$ cat src/rtl/xadc_drp_responder_if.sv
// axis_io: minimal AXI-Stream bundle (tdata/tvalid/tready) used for the
// responder's sample sinks.
interface axis_io #(
   parameter int unsigned DATA_W = 16
);
   logic [DATA_W-1:0] tdata;
   logic              tvalid;
   logic              tready;

   modport Sink   (input tdata, input tvalid, output tready);
   modport Source (output tdata, output tvalid, input tready);
endinterface

$ cat src/rtl/xadc_drp_responder.sv
// xadc_drp_responder: DRP slave standing in for the XADC primitive; results come
// from two AXIS sinks, committed on periodic EOS. Optional macro XADC_DRP_RESPONDER_ERR_EN adds drp_err.
module xadc_drp_responder #(
   parameter int unsigned READ_LATENCY = 4,
   parameter int unsigned EOS_PERIOD   = 256,
   parameter logic [6:0]  VOLTAGE_ADDR = 7'h13,
   parameter logic [6:0]  CURRENT_ADDR = 7'h1B,
   parameter logic [6:0]  SCRATCH_ADDR = 7'h40
) (
   input  logic        xadc_dclk,
   input  logic        xadc_reset,
   input  logic [6:0]  xadc_daddr,
   input  logic        xadc_den,
   input  logic        xadc_dwe,
   input  logic [15:0] xadc_di,
   output logic [15:0] xadc_do,
   output logic        xadc_drdy,
   output logic        xadc_eos,
   output logic        xadc_busy,
`ifdef XADC_DRP_RESPONDER_ERR_EN
   output logic        drp_err,
`endif
   axis_io.Sink        voltage_sample,
   axis_io.Sink        current_sample
);

   localparam int unsigned      CNT_W    = (EOS_PERIOD > 1) ? $clog2(EOS_PERIOD) : 1;
   localparam logic [CNT_W-1:0] CNT_LAST = CNT_W'(EOS_PERIOD - 1);
   localparam logic [3:0]       LAT_LOAD = 4'(READ_LATENCY - 1);

   typedef enum logic [1:0] {
      ST_IDLE,
      ST_WAIT,
      ST_RESPOND
   } state_e;

   typedef struct packed {
      logic [15:0] stage;
      logic        full;
      logic [15:0] result;
   } chan_t;

   state_e             state_q, state_d;
   logic [3:0]         lat_q, lat_d;
   logic [6:0]         addr_q, addr_d;
   logic               we_q, we_d;
   logic [15:0]        wdata_q, wdata_d;
   logic [15:0]        do_q, do_d;
   logic               drdy_q, drdy_d;
   logic               busy_q, busy_d;
   logic               eos_q, eos_d;
   logic [CNT_W-1:0]   cnt_q, cnt_d;
   logic [15:0]        scratch_q, scratch_d;
   chan_t [1:0]        chan_q, chan_d;

   logic               fire;
   logic [6:0]         fire_addr;
   logic               fire_we;
   logic [15:0]        fire_di;
   logic [15:0]        rd_data;
   logic [1:0]         in_valid;
   logic [1:0]         in_ready;
   logic [1:0][15:0]   in_data;

   // Channel 0 is voltage, channel 1 is current.
   assign in_valid = {current_sample.tvalid, voltage_sample.tvalid};
   assign in_data  = {current_sample.tdata,  voltage_sample.tdata};
   assign in_ready = ~{chan_q[1].full, chan_q[0].full} & {2{~xadc_reset}};

   assign voltage_sample.tready = in_ready[0];
   assign current_sample.tready = in_ready[1];

   always_comb begin
      // NOTE: every variable gets a default before any branch so no path leaves
      // one unassigned, which would otherwise infer a latch.
      state_d   = state_q;
      lat_d     = lat_q;
      addr_d    = addr_q;
      we_d      = we_q;
      wdata_d   = wdata_q;
      scratch_d = scratch_q;
      fire      = 1'b0;
      fire_addr = addr_q;
      fire_we   = we_q;
      fire_di   = wdata_q;

      unique case (state_q)
         ST_IDLE: begin
            if (xadc_den) begin
               addr_d  = xadc_daddr;
               we_d    = xadc_dwe;
               wdata_d = xadc_di;
               lat_d   = LAT_LOAD;
               if (READ_LATENCY == 1) begin
                  state_d   = ST_RESPOND;
                  fire      = 1'b1;
                  fire_addr = xadc_daddr;
                  fire_we   = xadc_dwe;
                  fire_di   = xadc_di;
               end else begin
                  state_d = ST_WAIT;
               end
            end
         end
         ST_WAIT: begin
            lat_d = lat_q - 4'd1;
            if (lat_q == 4'd1) begin
               state_d = ST_RESPOND;
               fire    = 1'b1;
            end
         end
         ST_RESPOND: state_d = ST_IDLE;
         default:    state_d = ST_IDLE;
      endcase

      // Results are read from the current (pre-commit) register contents.
      rd_data = 16'h0000;
      if (fire_addr == VOLTAGE_ADDR) begin
         rd_data = chan_q[0].result;
      end else if (fire_addr == CURRENT_ADDR) begin
         rd_data = chan_q[1].result;
      end else if (fire_addr == SCRATCH_ADDR) begin
         rd_data = scratch_q;
      end

      drdy_d = fire;
      do_d   = (fire && !fire_we) ? rd_data : 16'h0000;
      busy_d = (state_d != ST_IDLE);
      if (fire && fire_we && (fire_addr == SCRATCH_ADDR)) begin
         scratch_d = fire_di;
      end

      eos_d = (cnt_q == CNT_LAST);
      cnt_d = eos_d ? '0 : cnt_q + CNT_W'(1);

      for (int i = 0; i < 2; i++) begin
         chan_d[i] = chan_q[i];
         if (eos_d && chan_q[i].full) begin
            chan_d[i].result = chan_q[i].stage;
            chan_d[i].full   = 1'b0;
         end
         if (in_valid[i] && in_ready[i]) begin
            chan_d[i].stage = in_data[i];
            chan_d[i].full  = 1'b1;
         end
      end
   end

   always_ff @(posedge xadc_dclk) begin
      if (xadc_reset) begin
         // NOTE: request latches are reset too, so a transaction aborted by reset
         // leaves no stale address or data behind.
         state_q   <= ST_IDLE;
         lat_q     <= '0;
         addr_q    <= '0;
         we_q      <= 1'b0;
         wdata_q   <= '0;
         do_q      <= '0;
         drdy_q    <= 1'b0;
         busy_q    <= 1'b0;
         eos_q     <= 1'b0;
         cnt_q     <= '0;
         scratch_q <= '0;
         chan_q    <= '0;
      end else begin
         // NOTE: non-blocking so every flop samples pre-edge values regardless
         // of statement order.
         state_q   <= state_d;
         lat_q     <= lat_d;
         addr_q    <= addr_d;
         we_q      <= we_d;
         wdata_q   <= wdata_d;
         do_q      <= do_d;
         drdy_q    <= drdy_d;
         busy_q    <= busy_d;
         eos_q     <= eos_d;
         cnt_q     <= cnt_d;
         scratch_q <= scratch_d;
         chan_q    <= chan_d;
      end
   end

   assign xadc_do   = do_q;
   assign xadc_drdy = drdy_q;
   assign xadc_eos  = eos_q;
   assign xadc_busy = busy_q;

`ifdef XADC_DRP_RESPONDER_ERR_EN
   logic err_q, err_d;
   logic den_ignored;
   logic ro_write;

   assign den_ignored = xadc_den && (state_q != ST_IDLE);
   assign ro_write    = fire && fire_we &&
                        ((fire_addr == VOLTAGE_ADDR) || (fire_addr == CURRENT_ADDR));

   always_comb begin
      err_d = err_q | den_ignored | ro_write;
   end

   always_ff @(posedge xadc_dclk) begin
      if (xadc_reset) begin
         err_q <= 1'b0;
      end else begin
         err_q <= err_d;
      end
   end

   assign drp_err = err_q;
`endif

endmodule

$ cat src/flat_wrapper.sv
// flat-port wrapper written by rule: the top's interface ports become plain ports
module xadc_drp_responder_flat 
#(
   parameter int unsigned READ_LATENCY = 4,
   parameter int unsigned EOS_PERIOD   = 256,
   parameter logic [6:0]  VOLTAGE_ADDR = 7'h13,
   parameter logic [6:0]  CURRENT_ADDR = 7'h1B,
   parameter logic [6:0]  SCRATCH_ADDR = 7'h40
)
  (xadc_dclk, xadc_reset, xadc_daddr, xadc_den, xadc_dwe, xadc_di, xadc_do, xadc_drdy, xadc_eos, xadc_busy, voltage_sample_tdata, voltage_sample_tvalid, voltage_sample_tready, current_sample_tdata, current_sample_tvalid, current_sample_tready);
  axis_io voltage_sample_i ();
  axis_io current_sample_i ();
  input  logic xadc_dclk;
  input  logic xadc_reset;
  input  logic [6:0] xadc_daddr;
  input  logic xadc_den;
  input  logic xadc_dwe;
  input  logic [15:0] xadc_di;
  output logic [15:0] xadc_do;
  output logic xadc_drdy;
  output logic xadc_eos;
  output logic xadc_busy;
  input wire logic [$bits(voltage_sample_i.tdata)-1:0] voltage_sample_tdata;
  input wire logic [$bits(voltage_sample_i.tvalid)-1:0] voltage_sample_tvalid;
  output wire logic [$bits(voltage_sample_i.tready)-1:0] voltage_sample_tready;
  input wire logic [$bits(current_sample_i.tdata)-1:0] current_sample_tdata;
  input wire logic [$bits(current_sample_i.tvalid)-1:0] current_sample_tvalid;
  output wire logic [$bits(current_sample_i.tready)-1:0] current_sample_tready;
  assign voltage_sample_i.tdata = voltage_sample_tdata;
  assign voltage_sample_i.tvalid = voltage_sample_tvalid;
  assign voltage_sample_tready = voltage_sample_i.tready;
  assign current_sample_i.tdata = current_sample_tdata;
  assign current_sample_i.tvalid = current_sample_tvalid;
  assign current_sample_tready = current_sample_i.tready;
  xadc_drp_responder #(.READ_LATENCY(READ_LATENCY), .EOS_PERIOD(EOS_PERIOD), .VOLTAGE_ADDR(VOLTAGE_ADDR), .CURRENT_ADDR(CURRENT_ADDR), .SCRATCH_ADDR(SCRATCH_ADDR)) u_core (.xadc_dclk(xadc_dclk), .xadc_reset(xadc_reset), .xadc_daddr(xadc_daddr), .xadc_den(xadc_den), .xadc_dwe(xadc_dwe), .xadc_di(xadc_di), .xadc_do(xadc_do), .xadc_drdy(xadc_drdy), .xadc_eos(xadc_eos), .xadc_busy(xadc_busy), .voltage_sample(voltage_sample_i), .current_sample(current_sample_i));
endmodule
$ cat config.mk
export PLATFORM = sky130hd
export DESIGN_NAME = xadc_drp_responder_flat
export DESIGN_NICKNAME = d
export VERILOG_FILES = /design/src/rtl/xadc_drp_responder_if.sv /design/src/rtl/xadc_drp_responder.sv /design/src/flat_wrapper.sv
export SDC_FILE = /design/constraint.sdc
export NUM_CORES = 1
export LEC_CHECK = 0
export ABC_CLOCK_PERIOD_IN_PS = 2700
export CORE_ASPECT_RATIO = 0.5
export CORE_UTILIZATION = 32
export DETAILED_ROUTE_END_ITERATION = 10
export PLACE_DENSITY = 0.59
export SYNTH_ARGS = -nofsm -noshare
export SYNTH_HDL_FRONTEND = slang
export SYNTH_SLANG_ARGS = --single-unit
$ cat constraint.sdc
create_clock -name xadc_dclk -period 2.7 [get_ports xadc_dclk]
set_input_delay 0.54 -clock xadc_dclk [delete_from_list [all_inputs] [get_ports xadc_dclk]]
set_output_delay 0.54 -clock xadc_dclk [all_outputs]
set_load 0.03 [all_outputs]
Word-level counts from Yosys, hierarchy flattened

Cells that the tools add are included.

Div/mod/pow operators: 0
Magnitude comparators: 0
Add/subtract/negate cells: 2
Equal/unequal tests: 7
Reductions and logical operators: 17
Bitwise logic cells: 4
$mul: 0
Shift-type cells: 0
Muxes and demuxes: 14

Operators with widths:

| cell                                                                  | number |
|---|---|
| 16-bit two-way mux                                                    | 3 |
| 17-bit two-way mux                                                    | 2 |
| 7-bit by 5-bit equality test with 1-bit output, second input constant | 2 |
| 8-bit by 1-bit adder with 8-bit output, second input constant         | 1 |
| 8-bit equality test, second input constant                            | 1 |
| 4-bit one-hot mux with 2 select lines                                 | 1 |
| 2-bit nonzero test                                                    | 4 |
| 7-bit equality test, second input constant                            | 1 |
| 1-bit logical AND                                                     | 7 |
| 4-bit by 1-bit equality test with 1-bit output, second input constant | 1 |
| 1-bit two-way mux                                                     | 4 |
| 2-bit two-way mux                                                     | 2 |
| 4-bit two-way mux                                                     | 1 |
| 2-bit one-hot mux with 2 select lines                                 | 1 |
| 2-bit AND reduction                                                   | 2 |
| 2-bit OR reduction                                                    | 2 |
| 4-bit by 1-bit subtractor with 4-bit output, second input constant    | 1 |
| 2-bit AND                                                             | 1 |
| 2-bit by 1-bit equality test with 1-bit output, second input constant | 1 |
| 2-bit zero test                                                       | 1 |
| 2-bit inequality test, second input constant                          | 1 |
| 1-bit NOT                                                             | 2 |
| 2-bit NOT                                                             | 1 |
| 1-bit zero test                                                       | 1 |

Input port bits: 61
Memory bits (writable): 0
Output and inout bits: 21
Memories: 0
Bits in latches: 0
Bits in read-only memories: 0
Word-level logic and storage cells: 61
Flip-flop bits (word level): 139

Depth between registers and ports, before layout

Gate-level depths: netlist of run 1.

Depth in word-level cells: 6
Mapped depth: 7
Depth with buffers taken out: 5

Worst setup path after synthesis of run 1

Ideal clock, no wire load.

Path type: input-to-output
Start point: input port xadc_reset
End point: output port current_sample_tready
Required time: 2.160 ns
Stages: 5
Setup slack: 0.543 ns
Buffers on the path: 4
Arrival time: 1.617 ns
Path through: buf_2 > clkbuf_1 > buf_2 > buf_1 > nor2_1

Longest elaborated chain between the ends: 2

Ends and longest elaborated chain:

| element            | line                     | source |
|---|---|---|
| start: declaration | flat_wrapper.sv:14       | `input logic xadc_reset;` |
| 1-bit NOT          | xadc_drp_responder.sv:68 | `assign in_ready = ~{chan_q[1].full, chan_q[0].full} & {2{~xadc_reset}};` |
| 2-bit AND          | xadc_drp_responder.sv:68 |  |
| end: declaration   | flat_wrapper.sv:28       | `output wire logic [$bits(current_sample_i.tready)-1:0] current_sample_tready;` |

No other way between the ends.

Worst setup path after layout of run 1

Start point: register u_core.chan_q[49] (netlist bit)
End point: output port current_sample_tready

Longest elaborated chain between the ends: 2

Ends and longest elaborated chain:

| element                  | line                      | source |
|---|---|---|
| start: declaration       | xadc_drp_responder.sv:54  | `chan_t [1:0] chan_q, chan_d;` |
| start signal: assignment | xadc_drp_responder.sv:179 | `chan_q <= chan_d;` |
| 2-bit NOT                | xadc_drp_responder.sv:68  |  |
| 2-bit AND                | xadc_drp_responder.sv:68  |  |

No other way between the ends.

==> results of run 1 <==
## worst min path at each step
stage                                      endpoint  depth (start not counted)
finish              u_core.fire_di[15]$_SDFFE_PP0P_                          2
global route        u_core.fire_di[15]$_SDFFE_PP0P_                          2
CTS                 u_core.fire_di[15]$_SDFFE_PP0P_                          2
detailed placement  u_core.fire_di[15]$_SDFFE_PP0P_                          2
global placement         u_core.cnt_q[0]$_SDFF_PP0_                          1
floorplan                u_core.cnt_q[0]$_SDFF_PP0_                          1
## sequential cells by signal (all words and copies together), names as in the netlist
| signal | flops |
|---|---|
| u_core.state_q | 2 |
| u_core.lat_q | 4 |
| u_core.chan_q | 66 |
| u_core.fire_di | 16 |
| u_core.scratch_q | 16 |
| u_core.addr_q | 7 |
| u_core.cnt_q | 8 |
| u_core.xadc_busy | 1 |
| u_core.xadc_drdy | 1 |
| u_core.fire_we | 1 |
| u_core.xadc_eos | 1 |
| u_core.xadc_do | 16 |
## tightest hold or removal path, delay by kind of cell, from the launching register on
kind             cells  cell delay (ns)
flip-flops           1             0.31
AND/OR/NAND/NOR      1             0.05
AO/OA/AOI/OAI        1             0.05
## power groups by stage
stage          Clock [mW]  Combinational [mW]  Sequential (mW)
2_1_floorplan           0               0.223             2.21
3_3_place_gp            0               0.380             2.22
3_5_place_dp            0               0.384             2.22
4_1_cts              2.11               0.386             2.17
5_1_grt              2.20               0.426             2.18
6_report             2.07               0.380             2.17
## area by class of cell
| cell class | instances | area [sq um] |
|---|---|---|
| multi-input cells | 417 | 2670 |
| fillers | 1729 | 10200 |
| flip-flops and latches | 139 | 2780 |
| well taps | 234 | 293 |
| repair buffers | 95 | 913 |
| clock inverters | 4 | 45.0 |
| inverters | 18 | 67.6 |
| clock buffers | 23 | 468 |
## logic make-up after synthesis
logic type                 count (synthesis)
muxes                                     48
AOI/OAI and AO/OA                         90
xor gates and xnor gates                   3
and+or+nand+nor                          273
adders and majority gates                  3
DFF                                      139
buffers and inverters                     59
## cell usage after synthesis, types with 2 or more instances
master,number
sky130_fd_sc_hd__dfxtp_1,139
sky130_fd_sc_hd__nand2b_1,109
sky130_fd_sc_hd__nand2_1,87
sky130_fd_sc_hd__mux2i_1,48
sky130_fd_sc_hd__o21ai_0,36
sky130_fd_sc_hd__nand3_1,35
sky130_fd_sc_hd__a21oi_1,30
sky130_fd_sc_hd__clkbuf_1,28
sky130_fd_sc_hd__inv_1,18
sky130_fd_sc_hd__a221oi_2,10
sky130_fd_sc_hd__nor2_1,10
sky130_fd_sc_hd__a221oi_1,7
sky130_fd_sc_hd__buf_2,6
sky130_fd_sc_hd__or2b_1,5
sky130_fd_sc_hd__buf_6,4
sky130_fd_sc_hd__nor3b_1,4
sky130_fd_sc_hd__or3_1,4
sky130_fd_sc_hd__ha_1,3
sky130_fd_sc_hd__a21o_1,2
sky130_fd_sc_hd__and3b_1,2
sky130_fd_sc_hd__and4_1,2
sky130_fd_sc_hd__nor3_4,2
sky130_fd_sc_hd__nor3b_2,2
sky130_fd_sc_hd__xor2_1,2
## routing by layer
layer / track usage / share of wire / wire (um)
met1: 0.184 / 0.51 / 6390
met2: 0.220 / 0.44 / 5490
met3: 0.0354 / 0.033 / 409
met4: 0.0467 / 0.010 / 130
met5: 0 / 0 / 0
==> results_dict.tcl, run 1 <==
set metrics [dict create \
    run_status "finished, final reports clean" \
    timing.final.ws_setup_ns 0.603 \
    p_sw_mw 1.02 \
    die_boundary_width_um 191 \
    max-slew-margin-rel 0.457 \
    antenna_found_initial 0 \
    fin_nets 752 \
    synth_sequential_area_ratio 0.487 \
    fp.dieArea_sq_mm 0.0184 \
    p_int_mw 3.60 \
    utilization 0.415 \
    clk_transition_reported_paths_ns 0.05 \
    async_set_or_reset_flop_fraction_in_the_synthesized_netlist 0 \
    timing.hold.worst.start "u_core.fire_di[15]$_SDFFE_PP0P_" \
    timing.critical_path.max_delay_family "buffers and inverters" \
    timing.critical_path.buf_inv 1 \
    ant_nets_after_route 0 \
    grt_setup_unrepaired "false" \
    synth_fa_ha_area_frac 0.00656 \
    timing_max_transition_violations_final 0 \
    max_slew.worst_pin.slew_ns 0.815 \
    ys_top_cells_by_area "sky130_fd_sc_hd__dfxtp_1 49%, sky130_fd_sc_hd__nand2b_1 12%, sky130_fd_sc_hd__mux2i_1 8.4%" \
    cts-buffers-inserted 17 \
    first_global_vias 4063 \
    tritoncts "built" \
    clk_root_buffer_cell "sky130_fd_sc_hd__clkbuf_16" \
    drt_iter0_drc 176 \
    synthesis.instances 615 \
    yosys.area.top_type_share 0.487 \
    globalplace.congestion 0.739 \
    finish.cell_count_without_fillers 930 \
    required_time_at_the_endpoint_of_the_critical_path_ns 2.16 \
    placed_area_sq_mm 0.00673 \
    row_count 34 \
    routed_wl_um 12400 \
    power_frac_seq 0.470 \
    synth_xor_area_frac 0.00460 \
    slowest_stage "sky130_fd_sc_hd__clkdlybuf4s50_1" \
    first_pass_iters 4 \
    viasPerCell 4.51 \
    ys_ff_latch 139 \
    post_synth_mux_area_share 0.0840 \
    grt_max_degree 77 \
    fmax_ghz 0.477 \
    antenna_cells 0 \
    rr_endpoint "u_core.xadc_do[3]$_SDFF_PP0_" \
    final_common_cell "sky130_fd_sc_hd__dfxtp_1" \
    port_buffers 81 \
    htree_levels 4 \
    skew_ns 0.00805 \
    final.min_clock_period_ns 2.10 \
    criticalPathCategory "register to output port" \
    cts_post_setup_buffers_inserted 0 \
    fraction_of_the_mapped_netlist_area_in_compound_gates 0.105 \
    worst_hold_path_type "register to register" \
    synthDominantAreaCellType "sky130_fd_sc_hd__dfxtp_1" \
    synth.net_count 679 \
    power.ir.vdd_worst_mv 0.452 \
    critPathMaxFanout 4 \
    timing.critical_path.from_type "register" \
    main_combinational_cell_family_by_area_after_synthesis "simple AND/OR/NAND/NOR gates" \
    cts-hold-fix-buffers 0 \
    timing.max_cap.violations 0 \
    dpl.cell_count 903 \
    power.combinational.fraction 0.082 \
    p_total_mw 4.62 \
    reg2reg_from "u_core.lat_q[1]$_SDFFE_PP0P_" \
    die_h_um 96.5 \
    setup-tns-final_ns 0 \
    cpPeakStageDelay_ns 0.68 \
    ctsLongestPathBuffers 2 \
    setup.worst_path.end_class "output port" \
    core_area_sq_mm 0.0174 \
    remaining_drc_errors 0 \
    critPathCapture "current_sample_tready" \
    finalSetupViolCount 0 \
    areaGrowthSynthToFinish_pct 26.6 \
    post_synth_num_cell_types 44 \
    setup.worst_path.start "u_core.chan_q[49]$_SDFFE_PP0P_" \
    rrSetupSlack_ns 0.60 \
    clock_sinks 139 \
    worstSkewPairLatency_ns 0.41 \
    stdcell_area_sq_mm 0.00724 \
    placement.setup.worst_slack_ns 0.525 \
    yosys_most_used_dff "sky130_fd_sc_hd__dfxtp_1" \
    post_cts_resized 0 \
    fin_hold_ws_ns 0.454 \
    overflow 0 \
    global_route_wire_length_before_repair_um 19900 \
    synth_enable_flop_cells 0 \
    worst-r2r-cell-count 5 \
    floorplan.initialDensity 0.328 \
    detail_route.wl_per_cell_um 13.4 \
    i_o_pin_cnt 82 \
    post_synth_and_or_nand_nor_area_fraction 0.265 \
    sw_share 0.220 \
    p_per_area_mw_per_mm2 639 \
    timing.critical_path.depth 2 \
    ys.warnings.count 0 \
    vias 4197 \
    mean_post_synth_cell_area_sq_um 9.30 \
    post-dp-hpwl_um 8570 \
    layout_worst_path_cycle_share 0.777 \
    final_hold_viol_count 0 \
    pwr-share-clk 0.448 \
    leakagePower_nw 2.43 \
    cp_data_arrival_time_ns 1.56 \
    timing.critical_path.cells "nor2_1 -> clkdlybuf4s50_1" \
    grt_usage 0.139 \
    commonest_cells_after_routing_fill_and_taps_aside "139 x sky130_fd_sc_hd__dfxtp_1, 109 x sky130_fd_sc_hd__nand2b_1, 87 x sky130_fd_sc_hd__nand2_1, 80 x sky130_fd_sc_hd__clkdlybuf4s50_1, 48 x sky130_fd_sc_hd__mux2i_1" \
    synth_area_sq_mm 0.00572 \
    layout-drive-gt1-share 0.0848 \
]
Power figures use the tool's default switching activity.
==> run 2: changes to the inputs <==
ABC_CLOCK_PERIOD_IN_PS = 2140   (was 2700)
clock period = 2.14 ns   (was 2.7 ns; I/O delays follow)
==> results_dict.tcl, run 2 (synthesis results as in run 1) <==
set metrics [dict create \
    remaining_drc_errors 0 \
    ctsLongestPathBuffers 2 \
    fin_nets 753 \
    port_buffers 81 \
    fp.dieArea_sq_mm 0.0184 \
    cts-hold-fix-buffers 0 \
    layout_worst_path_cycle_share 0.868 \
    vias 4265 \
    utilization 0.424 \
    core_area_sq_mm 0.0174 \
    timing.critical_path.depth 1 \
    global_route_wire_length_before_repair_um 20200 \
    htree_levels 4 \
    reg2reg_from "u_core.addr_q[0]$_SDFFE_PP0P_" \
    criticalPathCategory "register to output port" \
    post_cts_resized 0 \
    fmax_ghz 0.539 \
    layout.filler_cells 1723 \
    timing.critical_path.max_delay_family "buffers and inverters" \
    worst_hold_path_type "register to register" \
    worstSkewPairLatency_ns 0.41 \
    floorplan.initialDensity 0.328 \
    leakagePower_nw 2.50 \
    die_boundary_width_um 191 \
    antenna_cells 0 \
    required_time_at_the_endpoint_of_the_critical_path_ns 1.71 \
    setup.worst_path.start "u_core.xadc_do[15]$_SDFF_PP0_" \
    cts_post_setup_buffers_inserted 0 \
    cp_data_arrival_time_ns 1.43 \
    row_count 34 \
    timing.critical_path.from_type "register" \
    final.min_clock_period_ns 1.86 \
    tritoncts "built" \
    grt_setup_unrepaired "false" \
    cts-buffers-inserted 17 \
    max_slew.worst_pin.slew_ns 0.901 \
    seqCellArea_sq_mm 0.00278 \
    i_o_pin_cnt 82 \
    clock_sinks 139 \
    layout-drive-gt1-share 0.0927 \
    max-slew-margin-rel 0.399 \
    drt_iter0_drc 219 \
    run_status "finished, final reports clean" \
    slowest_stage "sky130_fd_sc_hd__clkdlybuf4s50_1" \
    worstHoldPathCells 1 \
    clk_root_buffer_cell "sky130_fd_sc_hd__clkbuf_16" \
    viasPerCell 4.56 \
    die_h_um 96.5 \
    skew_ns 0.0111 \
    first_global_vias 4178 \
    critPathMaxFanout 1 \
    grt_usage 0.141 \
    multi_input_comb_area_sq_mm 0.00267 \
    setup.worst_path.end_class "output port" \
    timing.critical_path.buf_inv 1 \
    areaGrowthSynthToFinish_pct 29.5 \
    timing_max_transition_violations_final 0 \
    power.ir.vdd_worst_mv 0.652 \
    cpPeakStageDelay_ns 0.68 \
    ant_nets_after_route 0 \
    routed_wl_um 12300 \
    post-dp-hpwl_um 8370 \
    commonest_cells_after_routing_fill_and_taps_aside "139 x sky130_fd_sc_hd__dfxtp_1, 109 x sky130_fd_sc_hd__nand2b_1, 87 x sky130_fd_sc_hd__nand2_1, 78 x sky130_fd_sc_hd__clkdlybuf4s50_1, 48 x sky130_fd_sc_hd__mux2i_1" \
    registers.top_by_ff_count "u_core.chan_q" \
    antenna_found_initial 0 \
    timing.hold.worst.start "u_core.cnt_q[0]$_SDFF_PP0_" \
    grt_max_degree 140 \
    setup-tns-final_ns 0 \
    detail_route.wl_per_cell_um 13.2 \
    p_per_area_mw_per_mm2 866 \
    overflow 0 \
    clk_transition_reported_paths_ns 0.06 \
    first_pass_iters 4 \
    final_hold_viol_count 0 \
    worst-r2r-cell-count 3 \
    globalplace.congestion 0.732 \
    timing.max_cap.violations 0 \
    finalSetupViolCount 0 \
    final_common_cell "sky130_fd_sc_hd__dfxtp_1" \
    timing.critical_path.cells "clkdlybuf4s50_1" \
    largest_register_ff_count 66 \
]
-- run 2: cell types whose count changed in the layout (fill, tap and decap cells not counted) --
cell                              change
sky130_fd_sc_hd__buf_12               +3
sky130_fd_sc_hd__bufinv_16            +4
sky130_fd_sc_hd__clkbuf_1             +1
sky130_fd_sc_hd__clkdlybuf4s50_1      -2
sky130_fd_sc_hd__clkinv_2             -2
sky130_fd_sc_hd__clkinvlp_4           +1
-- run 2: cell type report --
| cell class | instances | area share |
|---|---|---|
| repair buffers | 96 | 0.129 |
| inverters | 18 | 0.00913 |
| multi-input cells | 417 | 0.361 |
| clock buffers | 24 | 0.0637 |
| flip-flops and latches | 139 | 0.376 |
| well taps | 234 | 0.0396 |
| clock inverters | 7 | 0.0220 |
-- run 2: layer usage --
metal	vias up	share of wire	track usage
li1	2213	-	-
met1	1983	0.50	0.183
met2	58	0.45	0.230
met3	11	0.035	0.0347
met4	0	0.0079	0.0493
met5	-	0	0
-- run 2: metrics by stage --
step | setup slack (ns) | cell area (sq um) | hold slack [ns] | total power [mW] | instances
2_1_floorplan | 0.207 | 5720 | 0.418 | 3.07 | 615
6_report | 0.283 | 7400 | 0.450 | 6.41 | 935
4_1_cts | 0.252 | 7400 | 0.452 | 6.47 | 935
5_1_grt | 0.193 | 7400 | 0.472 | 6.65 | 935
3_3_place_gp | 0.119 | 6770 | 0.433 | 3.28 | 904
3_5_place_dp | 0.0982 | 6770 | 0.439 | 3.29 | 904
-- run 2: power by group --
group	leakage, nW	switching, mW	total (mW)	internal (mW)
clock	0.305	1.05	3.18	2.12
sequential	1.13	0.0537	2.74	2.69
combinational	1.07	0.241	0.489	0.248
-- run 2: worst paths after layout --
kind	end	slack [ns]
setup / recovery	xadc_do[15]	0.28
hold / removal	u_core.cnt_q[0]$_SDFF_PP0_	0.45
hold reg to reg	u_core.cnt_q[0]$_SDFF_PP0_	0.45
setup reg to reg	u_core.xadc_do[4]$_SDFF_PP0_	0.33
